`src/rtl/pipe_shifter_pkg.sv`:
```
// Shared op encodings and level-split helpers for the pipelined barrel shifter.
// PIPE_SHIFTER_ROTATE_EN makes ROR/ROL legal; otherwise they report as errors.
package shifter_pkg;

    typedef enum logic [2:0] {
        OP_SRL = 3'b000,
        OP_SRA = 3'b001,
        OP_SLL = 3'b010,
        OP_ROR = 3'b011,
        OP_ROL = 3'b100
    } shift_op_e;

    function automatic int log2w(input int w);
        return $clog2(w);
    endfunction

    // Earlier stages take the extra level when levels do not divide evenly.
    function automatic int stage_nlev(input int levels, input int stages, input int s);
        return (levels / stages) + ((s < (levels % stages)) ? 1 : 0);
    endfunction

    function automatic int stage_lo(input int levels, input int stages, input int s);
        return s * (levels / stages) + ((s < (levels % stages)) ? s : (levels % stages));
    endfunction

    function automatic logic op_legal(input logic [2:0] op);
        logic ok;
        ok = 1'b0;
        case (op)
            OP_SRL, OP_SRA, OP_SLL: ok = 1'b1;
`ifdef PIPE_SHIFTER_ROTATE_EN
            OP_ROR, OP_ROL:         ok = 1'b1;
`endif
            default:                ok = 1'b0;
        endcase
        return ok;
    endfunction

endpackage

```
`src/rtl/pipe_shifter_if.sv`:
```
// Request/result handshake bundle for pipe_shifter; master drives requests
// and consumes results, slave is the shifter itself.
interface pipe_shifter_if #(
    parameter int WIDTH = 32
);
    localparam int AMT_W = $clog2(WIDTH);

    logic             in_valid;
    logic             in_ready;
    logic [WIDTH-1:0] in_data;
    logic [2:0]       in_op;
    logic [AMT_W-1:0] in_amt;
    logic             out_valid;
    logic             out_ready;
    logic [WIDTH-1:0] out_data;
    logic             out_err;

    modport master (
        output in_valid, in_data, in_op, in_amt, out_ready,
        input  in_ready, out_valid, out_data, out_err
    );

    modport slave (
        input  in_valid, in_data, in_op, in_amt, out_ready,
        output in_ready, out_valid, out_data, out_err
    );

endinterface

```
`src/rtl/pipe_shifter_stage.sv`:
```
// One pipeline stage: applies barrel levels LO..LO+NLEV-1 and holds one entry.
// Rotate levels exist only when PIPE_SHIFTER_ROTATE_EN is defined.
module shifter_stage
    import shifter_pkg::*;
#(
    parameter int WIDTH = 32,
    parameter int AMT_W = $clog2(WIDTH),
    parameter int LO    = 0,
    parameter int NLEV  = 1,
    parameter bit FIRST = 1'b0
) (
    input  logic             clock,
    input  logic             reset,
    input  logic             up_valid,
    output logic             up_ready,
    input  logic [WIDTH-1:0] up_data,
    input  logic [2:0]       up_op,
    input  logic [AMT_W-1:0] up_amt,
    input  logic             up_err,
    input  logic             dn_ready,
    output logic             dn_valid,
    output logic [WIDTH-1:0] dn_data,
    output logic [2:0]       dn_op,
    output logic [AMT_W-1:0] dn_amt,
    output logic             dn_err
);

    logic             vld_q, vld_d;
    logic [WIDTH-1:0] data_q, data_d;
    logic [2:0]       op_q, op_d;
    logic [AMT_W-1:0] amt_q, amt_d;
    logic             err_q, err_d;

    logic [WIDTH-1:0] shifted;
    logic             err_in;

    // Illegal ops are zeroed at entry; zero survives every later level unchanged.
    always_comb begin
        shifted = up_data;
        err_in  = up_err;
        if (FIRST && !op_legal(up_op)) begin
            shifted = '0;
            err_in  = 1'b1;
        end else begin
            for (int lev = LO; lev < LO + NLEV; lev++) begin
                if (up_amt[lev]) begin
                    case (up_op)
                        OP_SRL: shifted = shifted >> (1 << lev);
                        OP_SRA: shifted = $signed(shifted) >>> (1 << lev);
                        OP_SLL: shifted = shifted << (1 << lev);
`ifdef PIPE_SHIFTER_ROTATE_EN
                        OP_ROR: shifted = (shifted >> (1 << lev)) | (shifted << (WIDTH - (1 << lev)));
                        OP_ROL: shifted = (shifted << (1 << lev)) | (shifted >> (WIDTH - (1 << lev)));
`endif
                        default: shifted = shifted;
                    endcase
                end
            end
        end
    end

    assign up_ready = !vld_q || dn_ready;

    always_comb begin
        vld_d  = vld_q;
        data_d = data_q;
        op_d   = op_q;
        amt_d  = amt_q;
        err_d  = err_q;
        if (up_ready) begin
            vld_d = up_valid;
            if (up_valid) begin
                data_d = shifted;
                op_d   = up_op;
                amt_d  = up_amt;
                err_d  = err_in;
            end
        end
    end

    always_ff @(posedge clock) begin
        if (reset) begin
            vld_q  <= 1'b0;
            data_q <= '0;
            op_q   <= '0;
            amt_q  <= '0;
            err_q  <= 1'b0;
        end else begin
            vld_q  <= vld_d;
            data_q <= data_d;
            op_q   <= op_d;
            amt_q  <= amt_d;
            err_q  <= err_d;
        end
    end

    assign dn_valid = vld_q;
    assign dn_data  = data_q;
    assign dn_op    = op_q;
    assign dn_amt   = amt_q;
    assign dn_err   = err_q;

endmodule

```
`src/rtl/pipe_shifter.sv`:
```
// Pipelined barrel shifter (SRL/SRA/SLL, optional ROR/ROL via PIPE_SHIFTER_ROTATE_EN)
// with valid/ready flow control and bubble collapsing across STAGES entries.
module pipe_shifter
    import shifter_pkg::*;
#(
    parameter int WIDTH  = 32,
    parameter int STAGES = 2
) (
    input  logic          clock,
    input  logic          reset,
    pipe_shifter_if.slave bus
);

    localparam int AMT_W = log2w(WIDTH);

    // Index s is the input of stage s; index STAGES is the output of the last stage.
    logic             vld_w [0:STAGES];
    logic             rdy_w [0:STAGES];
    logic [WIDTH-1:0] data_w[0:STAGES];
    logic [2:0]       op_w  [0:STAGES];
    logic [AMT_W-1:0] amt_w [0:STAGES];
    logic             err_w [0:STAGES];

    assign vld_w[0]  = bus.in_valid;
    assign data_w[0] = bus.in_data;
    assign op_w[0]   = bus.in_op;
    assign amt_w[0]  = bus.in_amt;
    assign err_w[0]  = 1'b0;

    assign rdy_w[STAGES] = bus.out_ready;
    assign bus.in_ready  = rdy_w[0] && !reset;

    for (genvar s = 0; s < STAGES; s++) begin : g_stage
        shifter_stage #(
            .WIDTH (WIDTH),
            .AMT_W (AMT_W),
            .LO    (stage_lo(AMT_W, STAGES, s)),
            .NLEV  (stage_nlev(AMT_W, STAGES, s)),
            .FIRST (s == 0)
        ) u_stage (
            .clock    (clock),
            .reset    (reset),
            .up_valid (vld_w[s]),
            .up_ready (rdy_w[s]),
            .up_data  (data_w[s]),
            .up_op    (op_w[s]),
            .up_amt   (amt_w[s]),
            .up_err   (err_w[s]),
            .dn_ready (rdy_w[s+1]),
            .dn_valid (vld_w[s+1]),
            .dn_data  (data_w[s+1]),
            .dn_op    (op_w[s+1]),
            .dn_amt   (amt_w[s+1]),
            .dn_err   (err_w[s+1])
        );
    end

    assign bus.out_valid = vld_w[STAGES];
    assign bus.out_data  = data_w[STAGES];
    assign bus.out_err   = err_w[STAGES];

    // Op and amount are only needed by downstream levels; the tail copy is dropped.
    logic unused_tail;
    assign unused_tail = ^{op_w[STAGES], amt_w[STAGES]};

endmodule

```
`src/flat_wrapper.sv`:
```
// flat-port wrapper written by rule: the top's interface ports become plain ports
module pipe_shifter_flat import shifter_pkg::*;
#(
    parameter int WIDTH  = 32,
    parameter int STAGES = 2
)
  (clock, reset, bus_in_valid, bus_in_data, bus_in_op, bus_in_amt, bus_out_ready, bus_in_ready, bus_out_valid, bus_out_data, bus_out_err);
  pipe_shifter_if #(.WIDTH(WIDTH)) bus_i ();
  input  logic clock;
  input  logic reset;
  input wire logic [$bits(bus_i.in_valid)-1:0] bus_in_valid;
  input wire logic [$bits(bus_i.in_data)-1:0] bus_in_data;
  input wire logic [$bits(bus_i.in_op)-1:0] bus_in_op;
  input wire logic [$bits(bus_i.in_amt)-1:0] bus_in_amt;
  input wire logic [$bits(bus_i.out_ready)-1:0] bus_out_ready;
  output wire logic [$bits(bus_i.in_ready)-1:0] bus_in_ready;
  output wire logic [$bits(bus_i.out_valid)-1:0] bus_out_valid;
  output wire logic [$bits(bus_i.out_data)-1:0] bus_out_data;
  output wire logic [$bits(bus_i.out_err)-1:0] bus_out_err;
  assign bus_i.in_valid = bus_in_valid;
  assign bus_i.in_data = bus_in_data;
  assign bus_i.in_op = bus_in_op;
  assign bus_i.in_amt = bus_in_amt;
  assign bus_i.out_ready = bus_out_ready;
  assign bus_in_ready = bus_i.in_ready;
  assign bus_out_valid = bus_i.out_valid;
  assign bus_out_data = bus_i.out_data;
  assign bus_out_err = bus_i.out_err;
  pipe_shifter #(.WIDTH(WIDTH), .STAGES(STAGES)) u_core (.clock(clock), .reset(reset), .bus(bus_i));
endmodule
```
`config.mk`:
```
export PLATFORM = sky130hd
export DESIGN_NAME = pipe_shifter_flat
export DESIGN_NICKNAME = d
export VERILOG_FILES = /design/src/rtl/pipe_shifter_pkg.sv /design/src/rtl/pipe_shifter_if.sv /design/src/rtl/pipe_shifter_stage.sv /design/src/rtl/pipe_shifter.sv /design/src/flat_wrapper.sv
export SDC_FILE = /design/constraint.sdc
export NUM_CORES = 1
export LEC_CHECK = 0
export BUFFER_PORTS_ARGS = -buffer_cell sky130_fd_sc_hd__clkbuf_2
export CAP_MARGIN = 10
export CORE_ASPECT_RATIO = 1.5
export CORE_MARGIN = 1.5
export CORE_UTILIZATION = 45
export DETAILED_ROUTE_END_ITERATION = 8
export RECOVER_POWER = 25
export SKIP_CTS_REPAIR_TIMING = 1
export SYNTH_ARGS = -nofsm -noshare
export SYNTH_HDL_FRONTEND = slang
export SYNTH_HIERARCHICAL = 1
export SYNTH_SLANG_ARGS = --single-unit
export TNS_END_PERCENT = 100
```
`constraint.sdc`:
```
create_clock -name clock -period 2.7 [get_ports clock]
set_input_delay 0.135 -clock clock [delete_from_list [all_inputs] [get_ports clock]]
set_output_delay 0.135 -clock clock [all_outputs]
set_load 0.02 [all_outputs]
```
======== Yosys cells after proc, flatten, opt, wreduce, memory -nomap -nowiden ========
Index checks and enable logic that the tools add are counted.
word-level totals
  flip-flop bits (word level) ............. 76
  input bits .............................. 44
  output and inout port bits .............. 35
  logic and storage cells ................. 36
cells by class
  equality and inequality tests ........... 4
  mux-type cells .......................... 13
  reduce and logical (&&, ||, !) cells .... 11
operator list
  cell                  count
  $pmux W32 S3          5
  $mux W32              6
  $eq A3 B1 Y1 const B  2
  $eq A3 B2 Y1 const B  2
  $logic_not A3 Y1      2
  $reduce_and A2 Y1     2
  $logic_not A1 Y1      3
  $reduce_or A3 Y1      1
  $logic_or A1 B1 Y1    2
  $mux W1               2
  $logic_and A1 B1 Y1   1

======== Depth between registers and ports, before layout ========
  word-level depth ........................ 8
  gate-level depth with buffers ........... 9
  depth with buffers taken out ............ 7

======== By module ========
The synthesis kept the hierarchy.
by module, submodules not included
  module                                      times used  cells an instance  area each (µm²)  seq. area each (µm²)
  shifter_stage at u_core.g_stage[0].u_stage  1           644                4381.7           840.8
  shifter_stage at u_core.g_stage[1].u_stage  1           359                2805.2           840.8
  pipe_shifter                                1           2                  17.5             0.0

======== Worst setup path before layout ========
Ideal clock, no wire load.
  kind .................................... reg-to-reg
  start ................................... register u_core.g_stage[1].u_stage.vld_q
  end ..................................... register u_core.g_stage[0].u_stage.data_q[12]
  library setup time ...................... 0.074 ns
  arrival ................................. 1.970 ns
  data required time ...................... 2.626 ns
  setup slack ............................. 0.656 ns
  stages on the path, launching flop included .. 10
  path buffers ............................ 2
  clock period less this slack ............ 2.044 ns
  cells stage by stage .................... dfxtp_1 > nand2b_1 > clkbuf_1 > nand2b_1 > nand2_1 > or4_1 > clkbuf_1 > a31oi_1 > a21oi_1 > a31oi_1
RTL lines
  element                   RTL line                  source
  start: declaration        pipe_shifter_stage.sv:28  logic vld_q, vld_d;
  start signal: assignment  pipe_shifter_stage.sv:89  vld_q <= vld_d;
  end signal: assignment    pipe_shifter_stage.sv:90  data_q <= data_d;
  end: declaration          pipe_shifter_stage.sv:29  logic [WIDTH-1:0] data_q, data_d;

======== Final worst setup path ========
  start ................................... register u_core.g_stage[0].u_stage.op_q[1]
  end ..................................... register u_core.g_stage[1].u_stage.data_q[22]
on the way
  word-level cells in the longest chain between the ends .. 5
  elaborated cells between the ends (all ways) .. 7
  those cells by class .................... eq/ne (2); mux (4); reduce/logical (1)
RTL lines
  element                               RTL line                  source
  start: declaration                    pipe_shifter_stage.sv:30  logic [2:0] op_q, op_d;
  start signal: assignment              pipe_shifter_stage.sv:91  op_q <= op_d;
  $eq A3 B2 Y1 (tied with other cells)  pipe_shifter_stage.sv:47  case (up_op)
  $pmux W32 S3                          pipe_shifter_stage.sv:47
  $mux W32                              pipe_shifter_stage.sv:46  if (up_amt[lev]) begin
  $pmux W32 S3                          pipe_shifter_stage.sv:47
  $mux W32 *                            pipe_shifter_stage.sv:46
  end signal: assignment                pipe_shifter_stage.sv:90
  end: declaration                      pipe_shifter_stage.sv:29
Every way passes the cells marked *; elsewhere a longest branch is shown, timed or not.
A chain may end at the register's enable or synchronous reset.

==> impl_metrics.toml <==
[logic_synthesis]
synth_nets = 1005
synth_warnings = 6
syn_inst = 961
syn_area_um2 = 6843
syn_area_per_cell_um2 = 7.121

[setup_path]
slowest_stage = "dfxtp_1"
start_kind = "flop"
worstSetupEndpointType = "flop"
slowest_delay_ns = 0.80
arrival_ns = 2.51
required_ns = 2.98
crit_top_cell = "nand2_1"
cpLargestDelayFamily = "simple AND/OR/NAND/NOR gates"
crit_path_cell_trace = "buf_4 > nor4b_2 > nand2_1 > nand2_1 > a32o_1"
crit_type = "reg -> reg"
cp_max_fo = 25
critical_path_buf_inv_count = 1

[routing]
top_layer = "met4"
vias = 8090
routed-wl-met3_um = 1961
drc = 0
ant_nets = 0
via_per_inst = 6.770
avgRoutedWirePerCell_um = 22.93
drt_iter0_drc = 885
wirelength_um = 27400
dr.pass1.iters = 5
m1WireLength_um = 10670
dr_wl_met2_um = 13130

[global_route]
antenna_found_initial = 0
grt_pass1_wl_um = 42490
grt_max_degree = 50
grt_pass1_vias = 7239
grt_usage_pct = 33.42
overflow = 0

[finish]
seq_area_um2 = 1461
final_area_um2 = 7802
fin_nets = 1036
multiInputGateArea_um2 = 4842
diodes = 0
syn_to_final_growth_pct = 14.02
fillerInstances = 1577
drive_gt1_share_pct = 14.26

[sta]
timing.fmax_mhz = 447.5
slew_viol_final = 0
hold_viol = 0
setup_viol = 0
period_share_pct = 82.77
worst_pin_slew_ns = 0.7421
rsz0062_at_grt = "no"
setup_tns_ns = 0
slew_headroom_pct = 50.46
fin_crit_ns = 2.235
finClkSkew_ns = 0.01023

[floorplanning]
dieArea_um2 = 15970
start_util_pct = 45.61
fp-row-count = 55
ios = 79
core_um2 = 15000
die_w_um = 103.7
dieHeight_um = 154.0

[hold_path]
min_path_type = "in -> reg"

[placement]
io_buffers = 78
gp_congestion = 0.9917
place_area_um2 = 7477
dp_hpwl_um = 20260

[outcome]
outcome = "finished clean"

[power_and_ir_drop]
p_leak_nw = 2.776
p_per_area_nw_per_um2 = 465.4
ir_worst_vdd_mv = 0.2939

[clock_network]
cts_buffers = 9
clock_path_buffers = 2
cts_tree = "done"
htree_num_levels = 3
cts_root_buf = "clkbuf_16"
clk_latency_ns = 0.34
cts.sinks = 73
path_clk_slew_ns = 0.06

[flow_run]
cap_viol_max_count = 0
-- worst min-delay path, cell delays in order --
cell and delay (ns):
clkbuf_2 0.08, nand3_1 0.05, a21oi_1 0.05
-- stage by stage --
step	hold WS (ns)	utilization [%]	worst slack [ns]	cells	total power, mW
4_1_cts	0.02915	52.23	0.4973	1195	3.625
3_3_place_gp	0.3753	49.84	0.4023	1180	2.188
2_1_floorplan	0.2137	-	0.6560	961	1.848
5_1_grt	0.03785	52.01	0.2630	1195	3.767
3_5_place_dp	0.3865	49.84	0.4575	1180	2.184
6_report	0.03872	52.01	0.4653	1195	3.631
-- layout make-up --
type | instances | share of cell area, %
Clock inverter | 5 | 1.652
Clock buffer | 10 | 2.935
Sequential cell | 73 | 18.73
Multi-Input combinational cell | 761 | 62.06
Tap cell | 199 | 3.191
Timing Repair Buffer | 128 | 10.52
Inverter | 19 | 0.9140
-- registers in the layout, summed over array words and instances (netlist names) --
register,flops
u_core/g_stage.u_stage/dn_valid,2
u_core/g_stage.u_stage/dn_amt,2
u_core/g_stage.u_stage/dn_op,3
u_core/g_stage.u_stage/dn_data,64
u_core/g_stage.u_stage/dn_err,2
-- layout by cell type, fill, tap and decap left out, types with 9 or more instances in the layout --
master	count
a211o_1	18
a211oi_1	12
a21boi_0	12
a21oi_1	75
a221oi_1	15
a22o_1	10
a22oi_1	24
a311oi_1	12
a31oi_1	24
a32o_1	14
buf_4	43
clkbuf_1	27
clkbuf_16	9
clkbuf_2	52
dfxtp_1	73
inv_1	17
mux2i_1	31
nand2_1	93
nand2b_1	20
nand3_1	13
nand3b_1	19
nor2_1	64
nor2b_1	29
nor3_1	20
o211ai_1	26
o21ai_0	77
o221a_2	9
o221ai_1	12
o22ai_1	31
o2bb2ai_1	9
-- metal layers --
metal | vias to the layer above | track usage (%)
met5 | - | 0
met4 | 0 | 19.05
met3 | 119 | 3.391
met2 | 480 | 56.76
met1 | 3752 | 41.14
li1 | 3739 | -
-- final timing paths --
check                           depth (start not counted)                                from                               endpoint  slack, ns
worst max register to register                          5  u_core/g_stage[0].u_stage/dn_op[1]  u_core/g_stage[1].u_stage/dn_data[22]       0.47
worst max-delay path                                    5  u_core/g_stage[0].u_stage/dn_op[1]  u_core/g_stage[1].u_stage/dn_data[22]       0.47
worst min register to register                          2    u_core/g_stage[1].u_stage/dn_err       u_core/g_stage[1].u_stage/dn_err       0.46
worst min-delay path                                    3                       bus_in_amt[4]    u_core/g_stage[0].u_stage/dn_amt[4]       0.04
-- power breakdown --
part / internal, mW / total [mW] / switching (mW)
Clock: 0.992 / 1.44 / 0.448
Combinational: 0.342 / 0.980 / 0.638
Sequential: 1.14 / 1.21 / 0.0722
Power figures use the tool's default switching activity.
